**src/rtl/uart_pkg.sv**
```systemverilog
// Definitions shared by the UART transmit path: arbiter state encoding and
// the default clock/baud relationship used by uart_tx.
package uart_pkg;

    typedef enum logic [2:0] {
        IDLE      = 3'd0,
        ISSUE     = 3'd1,
        WAIT_BUSY = 3'd2,
        WAIT_DONE = 3'd3,
        WAIT_IDLE = 3'd4
    } arb_state_t;

    localparam int unsigned CLK_HZ       = 50_000_000;
    localparam int unsigned BAUD         = 115_200;
    localparam int unsigned CLKS_PER_BIT = CLK_HZ / BAUD;

endpackage

```
**src/rtl/rr_pick.sv**
```systemverilog
// Combinational round-robin selector: first asserted request found scanning
// ptr, ptr+1, ... modulo N.
module rr_pick #(
    parameter int N     = 4,
    parameter int IDX_W = 3
) (
    input  logic [N-1:0]     req,
    input  logic [IDX_W-1:0] ptr,
    output logic [N-1:0]     sel,
    output logic [IDX_W-1:0] idx,
    output logic             any
);

    always_comb begin
        int j;
        sel = '0;
        idx = '0;
        any = 1'b0;
        j   = 0;
        for (int k = 0; k < N; k++) begin
            j = int'(ptr) + k;
            if (j >= N) j = j - N;
            if (!any && req[j]) begin
                any    = 1'b1;
                sel[j] = 1'b1;
                idx    = IDX_W'(j);
            end
        end
    end

endmodule

```
**src/rtl/uart_tx_arbiter.sv**
```systemverilog
// Shares one uart_tx among NUM_REQ packet sources with packet-granular
// round-robin arbitration and a stalled-owner timeout.
module uart_tx_arbiter
    import uart_pkg::*;
#(
    parameter int          NUM_REQ     = 4,
    parameter logic [31:0] TIMEOUT_CYC = 32'd5_000_000,
    parameter int          IDX_W       = 3
) (
    input  logic                 clk,
    input  logic                 rst,
    input  logic [NUM_REQ-1:0]   req_valid,
    input  logic [NUM_REQ*8-1:0] req_data,
    input  logic [NUM_REQ-1:0]   req_last,
    output logic [NUM_REQ-1:0]   req_ready,
    output logic [NUM_REQ-1:0]   grant,
    output logic [IDX_W-1:0]     owner_idx,
    output logic                 uart_tx_en,
    output logic [7:0]           uart_data,
    input  logic                 uart_busy,
    input  logic                 uart_done,
    output logic                 timeout_err,
    output logic [15:0]          pkt_count,
    output arb_state_t           fsm_state
);

    // Handshake: a byte moves when req_valid[i] & req_ready[i] on a clock edge;
    // req_ready is only ever the owner's bit, and only in ISSUE.
    logic [IDX_W-1:0]   ptr;
    logic [31:0]        tmo_cnt;
    logic               last_q;
    logic [NUM_REQ-1:0] pick_sel;
    logic [IDX_W-1:0]   pick_idx;
    logic               pick_any;
    logic               owner_valid;
    logic               owner_last;
    logic [7:0]         owner_data;
    logic [IDX_W-1:0]   next_ptr;

    rr_pick #(
        .N     (NUM_REQ),
        .IDX_W (IDX_W)
    ) u_pick (
        .req (req_valid),
        .ptr (ptr),
        .sel (pick_sel),
        .idx (pick_idx),
        .any (pick_any)
    );

    assign req_ready   = (fsm_state == ISSUE) ? grant : '0;
    assign owner_valid = |(req_valid & grant);
    assign owner_last  = |(req_last & grant);
    assign next_ptr    = (owner_idx == IDX_W'(NUM_REQ - 1)) ? '0 : owner_idx + IDX_W'(1);

    // grant is one-hot, so OR-ing the masked lanes yields the owner's byte.
    always_comb begin
        owner_data = '0;
        for (int i = 0; i < NUM_REQ; i++) begin
            if (grant[i]) owner_data = owner_data | req_data[8*i +: 8];
        end
    end

    always_ff @(posedge clk) begin
        if (rst) begin
            fsm_state   <= IDLE;
            ptr         <= '0;
            grant       <= '0;
            owner_idx   <= '0;
            uart_tx_en  <= 1'b0;
            uart_data   <= '0;
            timeout_err <= 1'b0;
            pkt_count   <= '0;
            tmo_cnt     <= '0;
            last_q      <= 1'b0;
        end else begin
            uart_tx_en  <= 1'b0;
            timeout_err <= 1'b0;
            case (fsm_state)
                IDLE: begin
                    // Holding off while uart_busy protects a frame left over from a reset.
                    if (!uart_busy && pick_any) begin
                        grant     <= pick_sel;
                        owner_idx <= pick_idx;
                        tmo_cnt   <= '0;
                        fsm_state <= ISSUE;
                    end
                end
                ISSUE: begin
                    if (owner_valid) begin
                        uart_data  <= owner_data;
                        last_q     <= owner_last;
                        uart_tx_en <= 1'b1;
                        tmo_cnt    <= '0;
                        fsm_state  <= WAIT_BUSY;
                    end else if (tmo_cnt == TIMEOUT_CYC - 32'd1) begin
                        timeout_err <= 1'b1;
                        grant       <= '0;
                        ptr         <= next_ptr;
                        fsm_state   <= IDLE;
                    end else begin
                        tmo_cnt <= tmo_cnt + 32'd1;
                    end
                end
                WAIT_BUSY: begin
                    if (uart_busy) fsm_state <= WAIT_DONE;
                end
                WAIT_DONE: begin
                    if (uart_done) fsm_state <= WAIT_IDLE;
                end
                WAIT_IDLE: begin
                    if (!uart_busy) begin
                        if (last_q) begin
                            pkt_count <= pkt_count + 16'd1;
                            ptr       <= next_ptr;
                            grant     <= '0;
                            fsm_state <= IDLE;
                        end else begin
                            tmo_cnt   <= '0;
                            fsm_state <= ISSUE;
                        end
                    end
                end
                default: fsm_state <= IDLE;
            endcase
        end
    end

endmodule

```
**config.mk**
```make
export PLATFORM = sky130hd
export DESIGN_NAME = uart_tx_arbiter
export DESIGN_NICKNAME = d
export VERILOG_FILES = /design/src/rtl/uart_pkg.sv /design/src/rtl/rr_pick.sv /design/src/rtl/uart_tx_arbiter.sv
export SDC_FILE = /design/constraint.sdc
export NUM_CORES = 1
export LEC_CHECK = 0
export ABC_AREA = 1
export BUFFER_PORTS_ARGS = -buffer_cell sky130_fd_sc_hd__buf_4
export CAP_MARGIN = 10
export CORE_MARGIN = 2
export CORE_UTILIZATION = 47
export CTS_BUF_LIST = sky130_fd_sc_hd__clkbuf_4 sky130_fd_sc_hd__clkbuf_8 sky130_fd_sc_hd__clkbuf_16
export DETAILED_ROUTE_END_ITERATION = 7
export PLACE_DENSITY_LB_ADDON = 0.1
export SLEW_MARGIN = 20
export SYNTH_ARGS = -nofsm -noshare
export SYNTH_HDL_FRONTEND = slang
export SYNTH_SLANG_ARGS = --single-unit
export TNS_END_PERCENT = 30
```
**constraint.sdc**
```tcl
create_clock -name clk -period 5.5 [get_ports clk]
set_input_delay 0.825 -clock clk [delete_from_list [all_inputs] [get_ports clk]]
set_output_delay 0.825 -clock clk [all_outputs]
set_load 0.05 [all_outputs]
```
* After elaboration in Yosys (flattened, before gate mapping)
Index checks and enable logic that the tools add are counted.
** Word-level totals
- Bits in registers :: 72
- Input port bits :: 44
- Word-level logic and storage cells :: 153
** Operators by class
- Add/sub/neg operators :: 10
- Magnitude comparators :: 12
- Equality and inequality tests :: 16
- Muxes and demuxes :: 69
- Bitwise gates (word level) :: 10
- Reductions and logical operators :: 26
** Operators with widths (count)
- 2-to-1 mux 32 bit :: 9
- greater-or-equal comparator 32 x 1 -> 1 bit, second input constant :: 4
- less-than comparator 32 x 4 -> 1 bit, second input constant :: 4
- greater-or-equal comparator 32 x 4 -> 1 bit, second input constant :: 3
- one-hot mux 32 bit (3 select lines) :: 1
- subtractor 32 x 4 -> 32 bit, second input constant :: 3
- 2-to-1 mux 3 bit :: 15
- 2-to-1 mux 4 bit :: 10
- adder 32 x 1 -> 32 bit, second input constant :: 1
- equality test 32 x 23 -> 1 bit, second input constant :: 1
- 2-to-1 mux 8 bit :: 4
- bitwise OR 8 bit :: 3
- 2-to-1 mux 1 bit :: 19
- adder 16 x 1 -> 16 bit, second input constant :: 1
- one-hot mux 3 bit (5 select lines) :: 1
- AND reduction 5 bit :: 3
- inequality test 2 bit, second input constant :: 7
- bitwise OR 4 bit :: 3
- one-hot mux 4 bit (3 select lines) :: 1
- equality test 3 x 2 -> 1 bit, second input constant :: 3
- adder 3 x 2 -> 4 bit, second input constant :: 2
- AND 4 bit :: 2
- binary-select mux 1 bit (select 2 bit) :: 4
- demux 1 bit (select 2 bit) :: 4
- 22 further kinds :: 35

* Logic depth before layout (Yosys ltp)
- Depth in word-level cells :: 18
- Gate-level depth with buffers :: 13

* Hierarchy
From an unflattened synthesis, not the netlist that was laid out.
** Second synthesis, totals
- Cells, all modules :: 815
- Area total of the unflattened synthesis :: 5031.1 um^2
** Modules (own cells, without submodules)
- uart_tx_arbiter :: instances 1, cells an instance 722, area an instance 4420.5 um^2
- rr_pick :: instances 1, cells an instance 93, area an instance 610.6 um^2

* Least setup slack after synthesis
No wires, ideal clock.
- Kind :: register to output
- From :: reg fsm_state[0]
- To :: out req_ready[0]
- Data arrival time :: 1.990 ns
- Data required time :: 4.675 ns
- Setup slack :: 2.685 ns
- Cell stages (with the launch flop) :: 5
- Path through :: dfxtp_1 -> nand3_1 -> buf_2 -> buf_1 -> nor2_1
** On the way
- Word-level cells in the longest chain between the ends :: 2
** Ends and longest elaborated chain
- from (decl) :: line uart_tx_arbiter.sv:24 : output arb_state_t fsm_state
- from (signal assigned) :: line uart_tx_arbiter.sv:66 : fsm_state <= IDLE;
- from (signal assigned) :: line uart_tx_arbiter.sv:86 : fsm_state <= ISSUE;
- from (signal assigned) :: line uart_tx_arbiter.sv:95 : fsm_state <= WAIT_BUSY;
- equality test 3 x 1 -> 1 bit :: line uart_tx_arbiter.sv:51 : assign req_ready = (fsm_state == ISSUE) ? grant : '0;
- 2-to-1 mux 4 bit :: line uart_tx_arbiter.sv:51
- to (decl) :: line uart_tx_arbiter.sv:15 : output logic [NUM_REQ-1:0] req_ready,
Every way passes these cells.

* Final worst setup path
- From :: reg ptr[0]
- To :: reg tmo_cnt[15]
** On the way
- Word-level cells in the longest chain between the ends :: 18
- Elaborated cells on any way between the ends :: 40
- Those cells by class :: add/sub (7); order compare (4); eq/ne (1); mux (20); reduce/logical (8)
** Ends and longest elaborated chain
- from (decl) :: line uart_tx_arbiter.sv:29 : logic [IDX_W-1:0] ptr;
- from (signal assigned) :: line uart_tx_arbiter.sv:99 : ptr <= next_ptr;
- from (signal assigned) :: line uart_tx_arbiter.sv:115 : ptr <= next_ptr;
- branches (longest 14 deep; another with subtractor 32 x 4 -> 32 bit)
- 2-to-1 mux 1 bit * :: line rr_pick.sv:23 : if (!any && req[j]) begin
- logical AND 1 bit * :: line uart_tx_arbiter.sv:82 : if (!uart_busy && pick_any) begin
- inequality test 2 bit (no line) *
- AND reduction 5 bit (no line) *
- to (signal assigned) :: line uart_tx_arbiter.sv:102 : tmo_cnt <= tmo_cnt + 32'd1;
- to (decl) :: line uart_tx_arbiter.sv:30 : logic [31:0] tmo_cnt;
Mark *: on every way between the ends. The select of a mux whose other input is x is not followed.
A chain may end at the register's enable or synchronous reset.

==> results by stage <==
Run status:
- The run finished with clean final reports.

Worst setup path:
- The worst setup path startpoint is ptr[0].
- The cell with the largest stage delay on the worst path is dfxtp_1.
- In this run the critical register-to-register path is launched from ptr[0].
- The setup path with the least slack is of type reg2reg.
- The highest cell delay on the worst timing path is 0.61 ns.
- The data arrival at the endpoint of the critical path is 3.07 ns.
- Along the worst path, the maximum fanout reaches 32.
- The number of cells on the worst reg-to-reg path is 11.
- Traced cell by cell, the critical path runs through inv_1 > ha_1 > inv_1 > nand3_1 > nand2_1 > nand4_1 > nand2_1 > nand2_2 > nand3_4 > nand2_1 > a21oi_1.
- The endpoint required time on the critical path is 5.72 ns.
- The worst setup path is launched from a flip-flop.
- STA classifies the critical path endpoint as a flip-flop.
- The cell repeated most along the worst path is nand2_1.

Clock network:
- TritonCTS built the clock tree.
- The quantity of gates resized following cts is 0.
- The master cell of the clock root buffer is clkbuf_8.
- The number of clock buffers added by TritonCTS is 9.
- The maximum count of clock buffers along a single path is 2.
- The number of clock sinks is 72.
- The quantity of hold-fixing buffers added after cts is 0.
- The CTS clock-pin slew for the worst setup and hold paths is 0.09 ns.
- The H-tree was split into 3 levels.
- Clock latency on the worst-skew pair, taken at its later pin, is 0.36 ns.
- In this run the post-CTS setup repair buffer count came out at 0.

Worst hold path:
- The tightest min-delay check is of the reg2reg type.
- The cell depth of the worst min-delay path is 2.
- The startpoint identified for the worst hold timing path is tmo_cnt[31].

Timing:
- Setup violations remaining at the end of the flow were counted as 0.
- The final critical delay including setup and external delays is 2.85 ns.
- Derived from the worst setup path, the maximum achievable clock frequency is 351 MHz.
- The number of pins with negative max-slew slack in the final report came to 0.
- At the pin with the least slew margin, the transition time is 0.695 ns.
- Dividing the final minimum period by the clock period gives 0.519.
- The final setup skew is 0.0163 ns.
- The total count of hold-check failures in the final report is 0.
- Setup repair after global routing left no endpoint under its margin.
- The worst-case headroom to the max-slew limit is 0.536.
- After routing, the total negative slack on setup checks comes to 0 ns.
- The worst hold slack is 0.490 ns.

Global route:
- The total overflow left after global routing is 0.
- The first global-routing pass estimated 23000 µm of wire.
- For this run, the total global-route usage over all layers was measured as 0.254.
- The pin count of the biggest net entering global routing is 52.
- The number of global-route vias before repair is 4934.
- The initial antenna violation count is 0.

Floorplan:
- The floorplan die height is 105 µm.
- In this run the count of I/O pins placed on the die edge is 84.
- The x dimension of the die is 105 µm.
- After floorplanning, the core was sized to cover 10100 µm².
- The initial utilization of the core area, before any placement, comes to 0.476.
- The full die area is 11100 µm².
- Row generation in the floorplan step produced 37 rows.

Cells and area:
- Measured on the finished design, the core utilization comes to 0.563.
- 0 antenna diodes ended up in the layout.
- The final cell area excluding filler cells is 5700 µm².
- The number of nets in the layout is 903.
- The synthesis-to-layout area growth is 18.1%.
- The number of fill cells is 1009.
- In the final layout, the share of cells above drive strength 1 is 0.150.

Synthesis:
- For this run, the leading register cell type out of synthesis is dfxtp_1.
- The share of synthesized flip-flops with an asynchronous set or reset is 0.
- For this run, the number of Yosys warnings is 0.
- Counting distinct cell types in the post-synthesis netlist gives 38.
- The net count after synthesis is 834.
- After synthesis, the mean cell area works out to 6.23 µm².
- Yosys mapped a number of flops with a built-in enable equal to 0.
- The share of the Yosys chip area taken by registers is 0.298.
- The synthesized flop and latch total is 72.
- Synthesis handed over a netlist of 775 instances.
- The mapped netlist covers 4830 µm².

Routing:
- Once detail routing completed, the nets flagged for antenna violations numbered 0.
- The average routed wire per standard cell is 14.1 µm.
- The number of search-and-repair iterations in the first detailed-routing pass is 5.
- The via density per instance is 5.31.
- Detailed routing inserted a total of 5235 vias.
- In this run, the number of DRC markers left after iteration 0 of detailed routing was 266.
- The final routed DRC violation total is 0.
- The total detailed-routing wirelength is 13800 µm.

Placed design:
- After legalization and detailed placement, the total HPWL measured 10500 µm.
- The count of input and output buffers is 83.
- The total cell area at the placement stage is 5500 µm².
- The final weighted congestion of routability-driven global placement is 0.943.

Pwr:
- For this design the ratio of total power to cell area is 264 nW/µm².
- In this run the static leakage power is 2.37 nW.
- The worst IR drop on VDD is 0.158 mV.
- Summing internal, switching and leakage power gives 1.51 mW.

Flow run:
- The total of max-cap violations is 0.
==> cell usage in the layout, fill, tap and decap left out, drive strengths merged, types with 4 or more instances in the layout <==
master	Yosys	final
o21ai	28	28
a22o	5	5
clkbuf	14	9
nand2	228	228
nand3	60	60
nor2	97	97
nor3	16	16
inv	91	95
nor4	5	5
a221oi	9	9
xor2	12	12
nand4	31	31
or2	4	4
buf	12	84
a21oi	62	62
ha	15	15
dfxtp	72	72
==> state kept, by name (all words and copies together) (netlist names) <==
register,flops
owner_idx,3
uart_tx_en,1
tmo_cnt,32
uart_data,8
grant,4
fsm_state,3
pkt_count,16
ptr,3
last_q,1
timeout_err,1
==> final timing paths <==
kind | end | slack [ns]
max reg2reg | tmo_cnt[15] | 2.65
min | tmo_cnt[31] | 0.49
min reg2reg | tmo_cnt[31] | 0.49
max | tmo_cnt[15] | 2.65
==> area by class of cell <==
cell class | instances | area, µm² | share of cell area
Sequential cell | 72 | 1440 | 0.253
Timing Repair Buffer | 84 | 631 | 0.111
Inverter | 91 | 342 | 0.0599
Clock inverter | 7 | 85.1 | 0.0149
Multi-Input combinational cell | 586 | 2910 | 0.510
Clock buffer | 9 | 124 | 0.0217
Tap cell | 136 | 170 | 0.0298
==> worst max-delay path, delay by kind of cell (launching register included) <==
family / cells / cell delay [ns]
AO/OA/AOI/OAI: 1 / 0.08
flip-flops: 1 / 0.61
adder cells (fa/ha/maj): 1 / 0.41
buffers and inverters: 2 / 0.36
AND/OR/NAND/NOR: 7 / 1.23
==> cells in the mapped netlist (2+ instances only) <==
cell type / count / area [µm²]
o21ai_0: 28 / 140
nand2_1: 223 / 837
nor3_1: 15 / 75.1
dfxtp_1: 72 / 1440
nand3_1: 56 / 280
nand3_2: 3 / 30.0
nor3b_1: 3 / 22.5
buf_2: 4 / 20.0
buf_6: 3 / 33.8
clkbuf_1: 14 / 52.6
nor2_1: 89 / 334
a21oi_1: 61 / 305
or2_2: 4 / 25.0
a22o_1: 5 / 43.8
inv_2: 2 / 7.51
buf_1: 2 / 7.51
a221oi_1: 9 / 78.8
nor2_4: 2 / 22.5
nand4_1: 30 / 188
o211ai_1: 2 / 15.0
nor4_1: 5 / 31.3
xor2_1: 12 / 105
ha_1: 15 / 188
nor2_2: 6 / 37.5
inv_1: 89 / 334
nand2_2: 5 / 31.3
a211oi_1: 3 / 22.5
buf_4: 3 / 22.5
==> through the flow <==
stage                     instances  setup slack [ns]
final                           985              2.65
after global routing            985              2.31
after CTS                       985              2.65
after detailed placement        969              2.48
after global placement          969              2.58
after floorplan                 775              2.69
==> report_power, final <==
part           total [mW]  switching [mW]  internal (mW)
clock               0.451           0.233          0.219
sequential          0.583          0.0363          0.547
combinational       0.474           0.347          0.126
total                1.51           0.616          0.892
==> per-layer routing <==
metal,vias up,GRT usage,share of wire
met4,0,0.109,0.030
met1,2363,0.327,0.45
met5,-,0,0
li1,2671,-,-
met3,32,0.0402,0.058
met2,169,0.422,0.46
==> logic make-up (layout without fill, tap and decap cells) <==
logic type / Yosys count / after routing / synth area share
and+or+nand+nor: 445 / 445 / 0.406
xor gates and xnor gates: 13 / 13 / 0.0236
DFF: 72 / 72 / 0.298
buffers and inverters: 117 / 191 / 0.0989
adders and majority gates: 15 / 15 / 0.0389
AOI/OAI and AO/OA: 113 / 113 / 0.134
(Power assumes the default switching activity.)
